File: src/rtl/mm_pkg.sv
// Shared sizing constants, FSM encoding and packing helper for the
// matrix-multiply scheduler.
package mm_pkg;

  localparam int ELEMENT_LENGTH = 32;
  localparam int NUM_ELEMENTS   = 4;

  typedef enum logic [1:0] {
    IDLE     = 2'd0,
    ISSUE    = 2'd1,
    WAIT_RES = 2'd2,
    DONE     = 2'd3
  } state_t;

  // Element (row, col) sits at flat index row*n+col, with index 0 in the MSBs.
  function automatic int elemLsb(input int row, input int col, input int n, input int w);
    return (n * n - 1 - (row * n + col)) * w;
  endfunction

endpackage

File: src/rtl/matmul_scheduler.sv
// Walks an N x N product in row-major order, handing one (row of A, column
// of B) pair at a time to an external inner_product and collecting results in C.
module matmul_scheduler #(
  parameter int ELEMENT_LENGTH = mm_pkg::ELEMENT_LENGTH,
  parameter int NUM_ELEMENTS   = mm_pkg::NUM_ELEMENTS
) (
  input  logic                                                  clk,
  input  logic                                                  rst,
  input  logic [NUM_ELEMENTS*NUM_ELEMENTS*ELEMENT_LENGTH-1:0]   mat_a,
  input  logic [NUM_ELEMENTS*NUM_ELEMENTS*ELEMENT_LENGTH-1:0]   mat_b,
  input  logic                                                  mat_i_stb,
  output logic                                                  mat_i_ack,
  output logic [NUM_ELEMENTS*NUM_ELEMENTS*ELEMENT_LENGTH-1:0]   mat_c,
  output logic                                                  mat_c_o_stb,
  input  logic                                                  mat_c_o_ack,
  output logic [NUM_ELEMENTS*ELEMENT_LENGTH-1:0]                ip_row,
  output logic [NUM_ELEMENTS*ELEMENT_LENGTH-1:0]                ip_column,
  output logic                                                  ip_row_i_stb,
  output logic                                                  ip_column_i_stb,
  input  logic                                                  ip_row_i_ack,
  input  logic                                                  ip_column_i_ack,
  input  logic [ELEMENT_LENGTH-1:0]                             ip_out,
  input  logic                                                  ip_out_o_stb,
  output logic                                                  ip_out_o_ack,
  output logic                                                  busy
);
  import mm_pkg::*;

  localparam int W  = ELEMENT_LENGTH;
  localparam int N  = NUM_ELEMENTS;
  localparam int IW = (N > 1) ? $clog2(N) : 1;

  typedef logic [IW-1:0] idx_t;
  localparam idx_t LAST = idx_t'(N - 1);

  state_t             r_state;
  state_t             w_next_state;
  logic [N*N*W-1:0]   r_a;
  logic [N*N*W-1:0]   r_b;
  logic [N*N*W-1:0]   r_c;
  idx_t               r_i;
  idx_t               r_j;
  logic               r_row_stb;
  logic               r_col_stb;
  logic               r_live;
  logic               w_accept;
  logic               w_row_done;
  logic               w_col_done;
  logic               w_res;
  logic               w_last;
  logic [N*W-1:0]     w_column;

  // r_live holds mat_i_ack low until the first clock edge after reset release.
  assign mat_i_ack       = r_live & (r_state == IDLE);
  assign ip_out_o_ack    = (r_state == WAIT_RES);
  assign mat_c_o_stb     = (r_state == DONE);
  assign busy            = (r_state != IDLE);
  assign ip_row_i_stb    = r_row_stb;
  assign ip_column_i_stb = r_col_stb;
  assign mat_c           = r_c;

  assign w_accept   = mat_i_stb & mat_i_ack;
  assign w_row_done = ~r_row_stb | ip_row_i_ack;
  assign w_col_done = ~r_col_stb | ip_column_i_ack;
  assign w_res      = ip_out_o_stb & ip_out_o_ack;
  assign w_last     = (r_i == LAST) && (r_j == LAST);

  // Row i of A is already contiguous in the row-major flat operand.
  assign ip_row = r_a[(N - 1 - int'(r_i)) * N * W +: N * W];

  always_comb begin
    w_column = '0;
    for (int k = 0; k < N; k++) begin
      w_column[(N - 1 - k) * W +: W] = r_b[elemLsb(k, int'(r_j), N, W) +: W];
    end
  end
  assign ip_column = w_column;

  always_ff @(posedge clk or negedge rst) begin
    if (!rst) r_state <= IDLE;
    else      r_state <= w_next_state;
  end

  always_comb begin
    w_next_state = r_state;
    case (r_state)
      IDLE:     if (w_accept) w_next_state = ISSUE;
      ISSUE:    if (w_row_done && w_col_done) w_next_state = WAIT_RES;
      WAIT_RES: if (w_res) w_next_state = w_last ? DONE : ISSUE;
      DONE:     if (mat_c_o_ack) w_next_state = IDLE;
      default:  w_next_state = IDLE;
    endcase
  end

  // Operand capture, per-channel strobes, (i,j) walk and result write-back.
  always_ff @(posedge clk or negedge rst) begin
    if (!rst) begin
      r_a       <= '0;
      r_b       <= '0;
      r_c       <= '0;
      r_i       <= '0;
      r_j       <= '0;
      r_row_stb <= 1'b0;
      r_col_stb <= 1'b0;
      r_live    <= 1'b0;
    end else begin
      r_live <= 1'b1;
      case (r_state)
        IDLE: begin
          if (w_accept) begin
            r_a       <= mat_a;
            r_b       <= mat_b;
            r_i       <= '0;
            r_j       <= '0;
            r_row_stb <= 1'b1;
            r_col_stb <= 1'b1;
          end
        end
        ISSUE: begin
          if (ip_row_i_ack)    r_row_stb <= 1'b0;
          if (ip_column_i_ack) r_col_stb <= 1'b0;
        end
        WAIT_RES: begin
          if (w_res) begin
            r_c[elemLsb(int'(r_i), int'(r_j), N, W) +: W] <= ip_out;
            if (!w_last) begin
              r_row_stb <= 1'b1;
              r_col_stb <= 1'b1;
              if (r_j == LAST) begin
                r_j <= '0;
                r_i <= r_i + idx_t'(1);
              end else begin
                r_j <= r_j + idx_t'(1);
              end
            end
          end
        end
        default: ;
      endcase
    end
  end

endmodule

File: config.mk
export PLATFORM = sky130hd
export DESIGN_NAME = matmul_scheduler
export DESIGN_NICKNAME = d
export VERILOG_FILES = /design/src/rtl/mm_pkg.sv /design/src/rtl/matmul_scheduler.sv
export SDC_FILE = /design/constraint.sdc
export NUM_CORES = 2
export LEC_CHECK = 0
export ABC_AREA = 0
export BUFFER_PORTS_ARGS = -buffer_cell sky130_fd_sc_hd__buf_2
export CAP_MARGIN = 20
export CELL_PAD_IN_SITES_DETAIL_PLACEMENT = 0
export CELL_PAD_IN_SITES_GLOBAL_PLACEMENT = 1
export CORE_AREA = 2 2 715 717
export DETAILED_ROUTE_END_ITERATION = 7
export DIE_AREA = 0 0 717 719
export GPL_ROUTABILITY_DRIVEN = 0
export PLACE_DENSITY = 0.43
export SYNTH_ARGS = -nofsm -noshare
export SYNTH_HDL_FRONTEND = slang
export SYNTH_SLANG_ARGS = --single-unit
File: constraint.sdc
create_clock -name clk -period 4.7 [get_ports clk]
set_clock_uncertainty 0.15 [all_clocks]
set_input_delay 0 -clock clk [delete_from_list [all_inputs] [get_ports clk]]
set_output_delay 0 -clock clk [all_outputs]
set_load 0.01 [all_outputs]
# Word level (Yosys, flattened, before mapping)
# Index checks and enable logic that the tools add are counted.
# op_classes
muxes	23
n_eq_ne	13
reduce_logical	13
addsub	13
n_shift	7
bitwise	7
# ops
op	n
512-bit by 10-bit indexed part select with 32-bit output	2
512-bit by 11-bit indexed part select with 32-bit output	2
512-bit bitwise mux	1
32-bit by 33-bit variable shift with 512-bit output, first input constant	1
32-bit by 33-bit indexed part select with 512-bit output	1
512-bit by 10-bit indexed part select with 128-bit output	1
11-bit negation with 33-bit output	1
2-bit 2-to-1 mux	12
4-bit by 5-bit subtractor with 6-bit output, first input constant	3
5-bit AND reduction	3
4-bit by 2-bit adder with 5-bit output, first input constant	2
2-bit inequality test, second input constant	5
2-bit equality test, second input constant	4
2-bit one-hot mux with 2 select lines	2
2-bit one-hot mux with 4 select lines	1
4-bit AND reduction	2
2-bit by 1-bit inequality test with 1-bit output, second input constant	3
1-bit one-hot mux with 3 select lines	2
4-bit by 2-bit adder with 5-bit output	1
1-bit 2-to-1 mux	5
4-bit by 2-bit subtractor with 5-bit output, first input constant	1
4-bit by 4-bit subtractor with 5-bit output, first input constant	1
2-bit by 1-bit adder with 2-bit output, second input constant	2
3-bit by 2-bit adder with 4-bit output, first input constant	1
10 further kinds	17
# word_totals
ff_bits	1545
word_cells	85
input_bits	1063

# Longest topological paths before layout
# depth
depth_word	5
mapped_depth	22
mapped_depth_nobuf	15

# Worst setup path before layout
# No wires, ideal clock.
# synth_timing
path_type	register to register
startpoint	register r_i[0]
endpoint	register r_c[130] (netlist: mat_c[130])
synth_period_minus_slack_ns	5.070
slack_ns	-0.370
arrival_time_ns	4.796
required_time_ns	4.425
stages_incl_launch_ff	22
setup_time_ns	0.125
path_cell_list	dfrtp_1 clkbuf_1 clkbuf_1 buf_1 inv_1 ha_1 a21oi_1 and3_1 or2_1 buf_2 buf_2 nand2_1 nor2_1 nand2_1 ha_1 nor4bb_1 nand4_1 a211oi_1 nand3b_1 nor2_1 buf_2 mux2_2
# synth_between
elab_chain_cells	5
elab_cells_between_ends	6
classes_between	3 x add/sub; 2 x shift; 1 x mux
# synth_lines
item	line	source
from (decl)	matmul_scheduler.sv:41	idx_t r_i;
from (signal assigned)	matmul_scheduler.sv:131	r_i <= r_i + idx_t'(1);
4-bit by 2-bit adder with 5-bit output *	mm_pkg.sv:17	return (n * n - 1 - (row * n + col)) * w;
4-bit by 5-bit subtractor with 6-bit output *	mm_pkg.sv:17	
11-bit negation with 33-bit output *	matmul_scheduler.sv:125	r_c[elemLsb(int'(r_i), int'(r_j), N, W) +: W] <= ip_out;
32-bit by 33-bit indexed part select with 512-bit output or 32-bit by 33-bit variable shift with 512-bit output (tied branches)	matmul_scheduler.sv:125	
512-bit bitwise mux *	matmul_scheduler.sv:125	
to (signal, indexed assignment)	matmul_scheduler.sv:125	
to (decl)	matmul_scheduler.sv:40	logic [N*N*W-1:0] r_c;
# Every way passes the cells marked *; elsewhere a longest branch is shown, timed or not.
# A chain may end at the register's enable or synchronous reset.

# Worst setup path in the final report
# layout_timing
startpoint	register r_i[0]
endpoint	register r_c[256] (netlist: mat_c[256])
# Same word-level chain as after synthesis.

==> results.yml <==
status:
  outcome: "completed"
route:
  route.detailed.wl_per_inst_um: 23.9
  drt_wl_total_mm: 429
  final_antenna_net_count: 0
  avgViaCountPerCell: 3.66
  vias: 65782
  first_pass_iters: 5
  drt_iter0_markers: 3594
  drc: 0
pwr:
  cellPowerDensity_nw_per_um2: 488
  leakagePower_nw: 56.5
  share_seq_of_total_power_pct: 36.0
  post-layout-total-power_mw: 57.7
  switching_share_pct: 36.6
  worst_ir_drop_vdd_uv: 308
  pwr-share-comb_pct: 34.7
  power.share.clock_pct: 29.4
  cell_internal_power_mw: 36.6
  switchingPower_mw: 21.1
place:
  placed_cells: 14827
  postPlaceCellArea_sq_um: 84100
  place.port_buffers: 1836
  place.detailed.hpwl_mm: 326
finish:
  multi_input_comb_area_sq_um: 25700
  most-common-layout-cells: "3321 x sky130_fd_sc_hd__nand2_1, 2641 x sky130_fd_sc_hd__dlygate4sd3_1, 1835 x sky130_fd_sc_hd__buf_2"
  synthToLayoutAreaGrowth_pct: 78.8
  layout-drive-gt1-share_pct: 24.9
  seqCellArea_sq_um: 38700
  design_area_sq_um: 118000
  filler_cell_count: 55652
  nNetsFinal: 12026
  final-instance-count-excl-fill: 17976
  mostFrequentLayoutCell: "sky130_fd_sc_hd__nand2_1"
clock_network:
  clock_tree.root_cell: "sky130_fd_sc_hd__clkbuf_16"
  cts.htree.levels: 4
  cts-buffers-inserted: 207
  tritoncts: "built"
  worst_setup_hold_path_clk_slew_ns: 0.06
  worstSkewPairLatency_ns: 0.90
  clock_sinks: 1545
  clk_path_buf_depth: 4
global_routing:
  first_global_vias: 68571
  remaining_overflow_grt: 0
  grt_pass1_wl_mm: 581
  grtUsageTotal_pct: 16.1
  largest_net_degree_at_the_start_of_global_routing: 192
  grt_antenna_before_repair: 240
synthesis:
  synth_cell_type_count: 54
  synth_xor_xnor_area_share_pct: 0.191
  synth-adder-area-share_pct: 0.284
  post_synth_mux_area_share_pct: 13.4
  synth_area_leader_cell: "sky130_fd_sc_hd__dfrtp_1"
  count_of_flip_flops_with_a_built_in_enable_after_synthesis: 0
  netlist_instances: 6532
  synth_area_leaders: "sky130_fd_sc_hd__dfrtp_1 59%, sky130_fd_sc_hd__nand2_1 19%, sky130_fd_sc_hd__mux4_2 8.7%"
  post_synth_instance_area_sq_um: 66000
  synthesis.nets: 7610
  combinational_family_with_the_most_area_after_synthesis: "simple AND/OR/NAND/NOR gates"
  ys_seq_area_share_pct: 58.5
  synth.avg_cell_area_sq_um: 10.1
  synth-compound-area-share_pct: 3.32
  yosys.area_share.simple_pct: 21.3
  synth_flop_type: "sky130_fd_sc_hd__dfrtp_1"
  asyncSetResetFlopFracSynth_pct: 100
  synth.yosys.warnings: 0
  synth.ff_latch_count: 1545
  synth_top_area_share_pct: 58.5
worst_setup_path:
  cell_chain_critical_path: "inv_1 -> ha_1 -> a21oi_2 -> and3_1 -> or2_1 -> nand2_1 -> nor2_1 -> nand2_1 -> ha_1 -> nor4b_1 -> nand4_1 -> a211oi_1 -> nand3b_1 -> or2_2 -> buf_4 -> mux2_1"
  critPathRequiredTime_ns: 5.31
  worst-endpoint-arrival_ns: 5.14
  worst_path_largest_cell_delay_ns: 0.49
  timing.critical_path.to_type: "register"
  critical_path.max_fanout: 22
  cp-start-kind: "register"
  worst_setup_path_class: "reg2reg"
  critical_path.slowest_cell: "sky130_fd_sc_hd__dfrtp_4"
run:
  maxCapViolations: 0
floorplanning:
  floorplan.die_area_sq_um: 516000
  die_w_um: 717
  die-height_um: 719
  core-area_sq_um: 508000
  initial_utilization_pct: 13.0
  num_rows: 262
  ios: 1837
timing:
  max_slew_margin_pct: 13.8
  timing.final.hold_violations: 0
  max_freq_mhz: 221
  post-route-min-period_ns: 4.53
  fin_crit_sh_pct: 96.4
  finalMaxSlewViolations: 0
  worst-slew-pin-transition_ns: 1.29
  finalSetupViolCount: 0
worst_hold_path:
  worstHoldPathType: "in2reg"
[stage by stage]
| stage | worst slack [ns] | TNS (ns) | utilization, % | hold slack, ns |
|---|---|---|---|---|
| 2_1_floorplan | 0.00765 | 0 | - | -0.446 |
| 3_3_place_gp | 0.109 | 0 | 16.6 | 0.0278 |
| 3_5_place_dp | 0.204 | 0 | 16.6 | 0.0235 |
| 4_1_cts | 0.0631 | 0 | 23.2 | 0.00823 |
| 5_1_grt | -0.0485 | -0.155 | 23.2 | 0.0505 |
| 6_report | 0.171 | 0 | 23.3 | 0.0533 |
[path summary, 6_finish.rpt]
check	from	endpoint	slack (ns)	depth (start not counted)
max	r_i[0]$_DFFE_PN0P_	mat_c[256]$_DFFE_PN0P_	0.17	16
min	mat_a[496]	r_a[496]$_DFFE_PN0P_	0.05	4
max reg2reg	r_i[0]$_DFFE_PN0P_	mat_c[256]$_DFFE_PN0P_	0.17	16
min reg2reg	r_a[181]$_DFFE_PN0P_	r_a[181]$_DFFE_PN0P_	0.32	2
max in group asynchronous	rst	r_b[127]$_DFFE_PN0P_	2.48	6
min in group asynchronous	rst	mat_c[252]$_DFFE_PN0P_	0.47	4
[per-layer routing]
| metal | track usage (%) | up-vias | part of all wire, % | routed length, um |
|---|---|---|---|---|
| met5 | 0 | - | 0.089 | 380 |
| met4 | 5.29 | 62 | 4.0 | 17000 |
| met3 | 4.05 | 691 | 6.5 | 27900 |
| met2 | 28.3 | 1973 | 49 | 212000 |
| met1 | 19.1 | 32839 | 40 | 172000 |
| li1 | - | 30217 | - | - |
[flip-flops by register name, summed over array words and instances, names as in the netlist]
name             count
r_j                  2
r_b                512
r_a                512
r_i                  2
mat_c              512
r_state              2
ip_column_i_stb      1
ip_row_i_stb         1
r_live               1
[Yosys cell counts, drive strengths merged, types with 3 or more instances]
| cell type | count |
|---|---|
| inv | 17 |
| nand2b | 67 |
| ha | 15 |
| nand3 | 20 |
| o31ai | 225 |
| mux4 | 256 |
| mux2i | 7 |
| nor2 | 206 |
| and3 | 8 |
| nor2b | 7 |
| mux2 | 250 |
| a211oi | 3 |
| nand4 | 7 |
| dfrtp | 1545 |
| o21ai | 69 |
| clkbuf | 350 |
| nand2 | 3327 |
| xnor2 | 5 |
| and2 | 8 |
| a22o | 3 |
| buf | 106 |
| nor3 | 4 |
[power by group through the flow]
| stage | registers, mW | clock network (mW) | logic (mW) |
|---|---|---|---|
| after detailed placement | 20.9 | 0 | 17.3 |
| after floorplan | 19.6 | 0 | 9.39 |
| after global placement | 20.9 | 0 | 17.3 |
| after global routing | 21.2 | 18.0 | 22.0 |
| after CTS | 20.7 | 17.6 | 20.5 |
| final | 20.7 | 16.9 | 20.0 |
[cells by family after synthesis]
kind of cell / after synthesis
and+or+nand+nor: 3665
DFF: 1545
muxes: 513
buffers and inverters: 473
AOI/OAI and AO/OA: 312
adders and majority gates: 15
xor gates and xnor gates: 8
other: 1
[cell type report]
cell class,instances,share of cell area (%)
antenna,130,0.275
clock buffer,320,5.30
clock inverter,55,0.754
inverter,17,0.0540
multi-input combinational,4514,21.8
sequential,1545,32.8
tap,6732,7.13
timing repair buffer,4663,32.0
[worst max-delay path, delay by kind of cell, from the launching register on]
| family | cells | cell delay, ns |
|---|---|---|
| adder cells (fa/ha/maj) | 2 | 0.68 |
| AND/OR/NAND/NOR | 9 | 1.81 |
| flip-flops | 1 | 0.49 |
| multiplexers | 1 | 0.37 |
| buffers and inverters | 2 | 0.39 |
| AO/OA/AOI/OAI | 2 | 0.50 |
[repair_timing]
action,CTS,global route
setup buffers,0,1
hold buffers,2642,0
setup endpoints to repair,0,29
resized for setup,0,11
endpoints found under the hold margin,3076,0
Note: power is estimated with default switching activity, not from simulation.
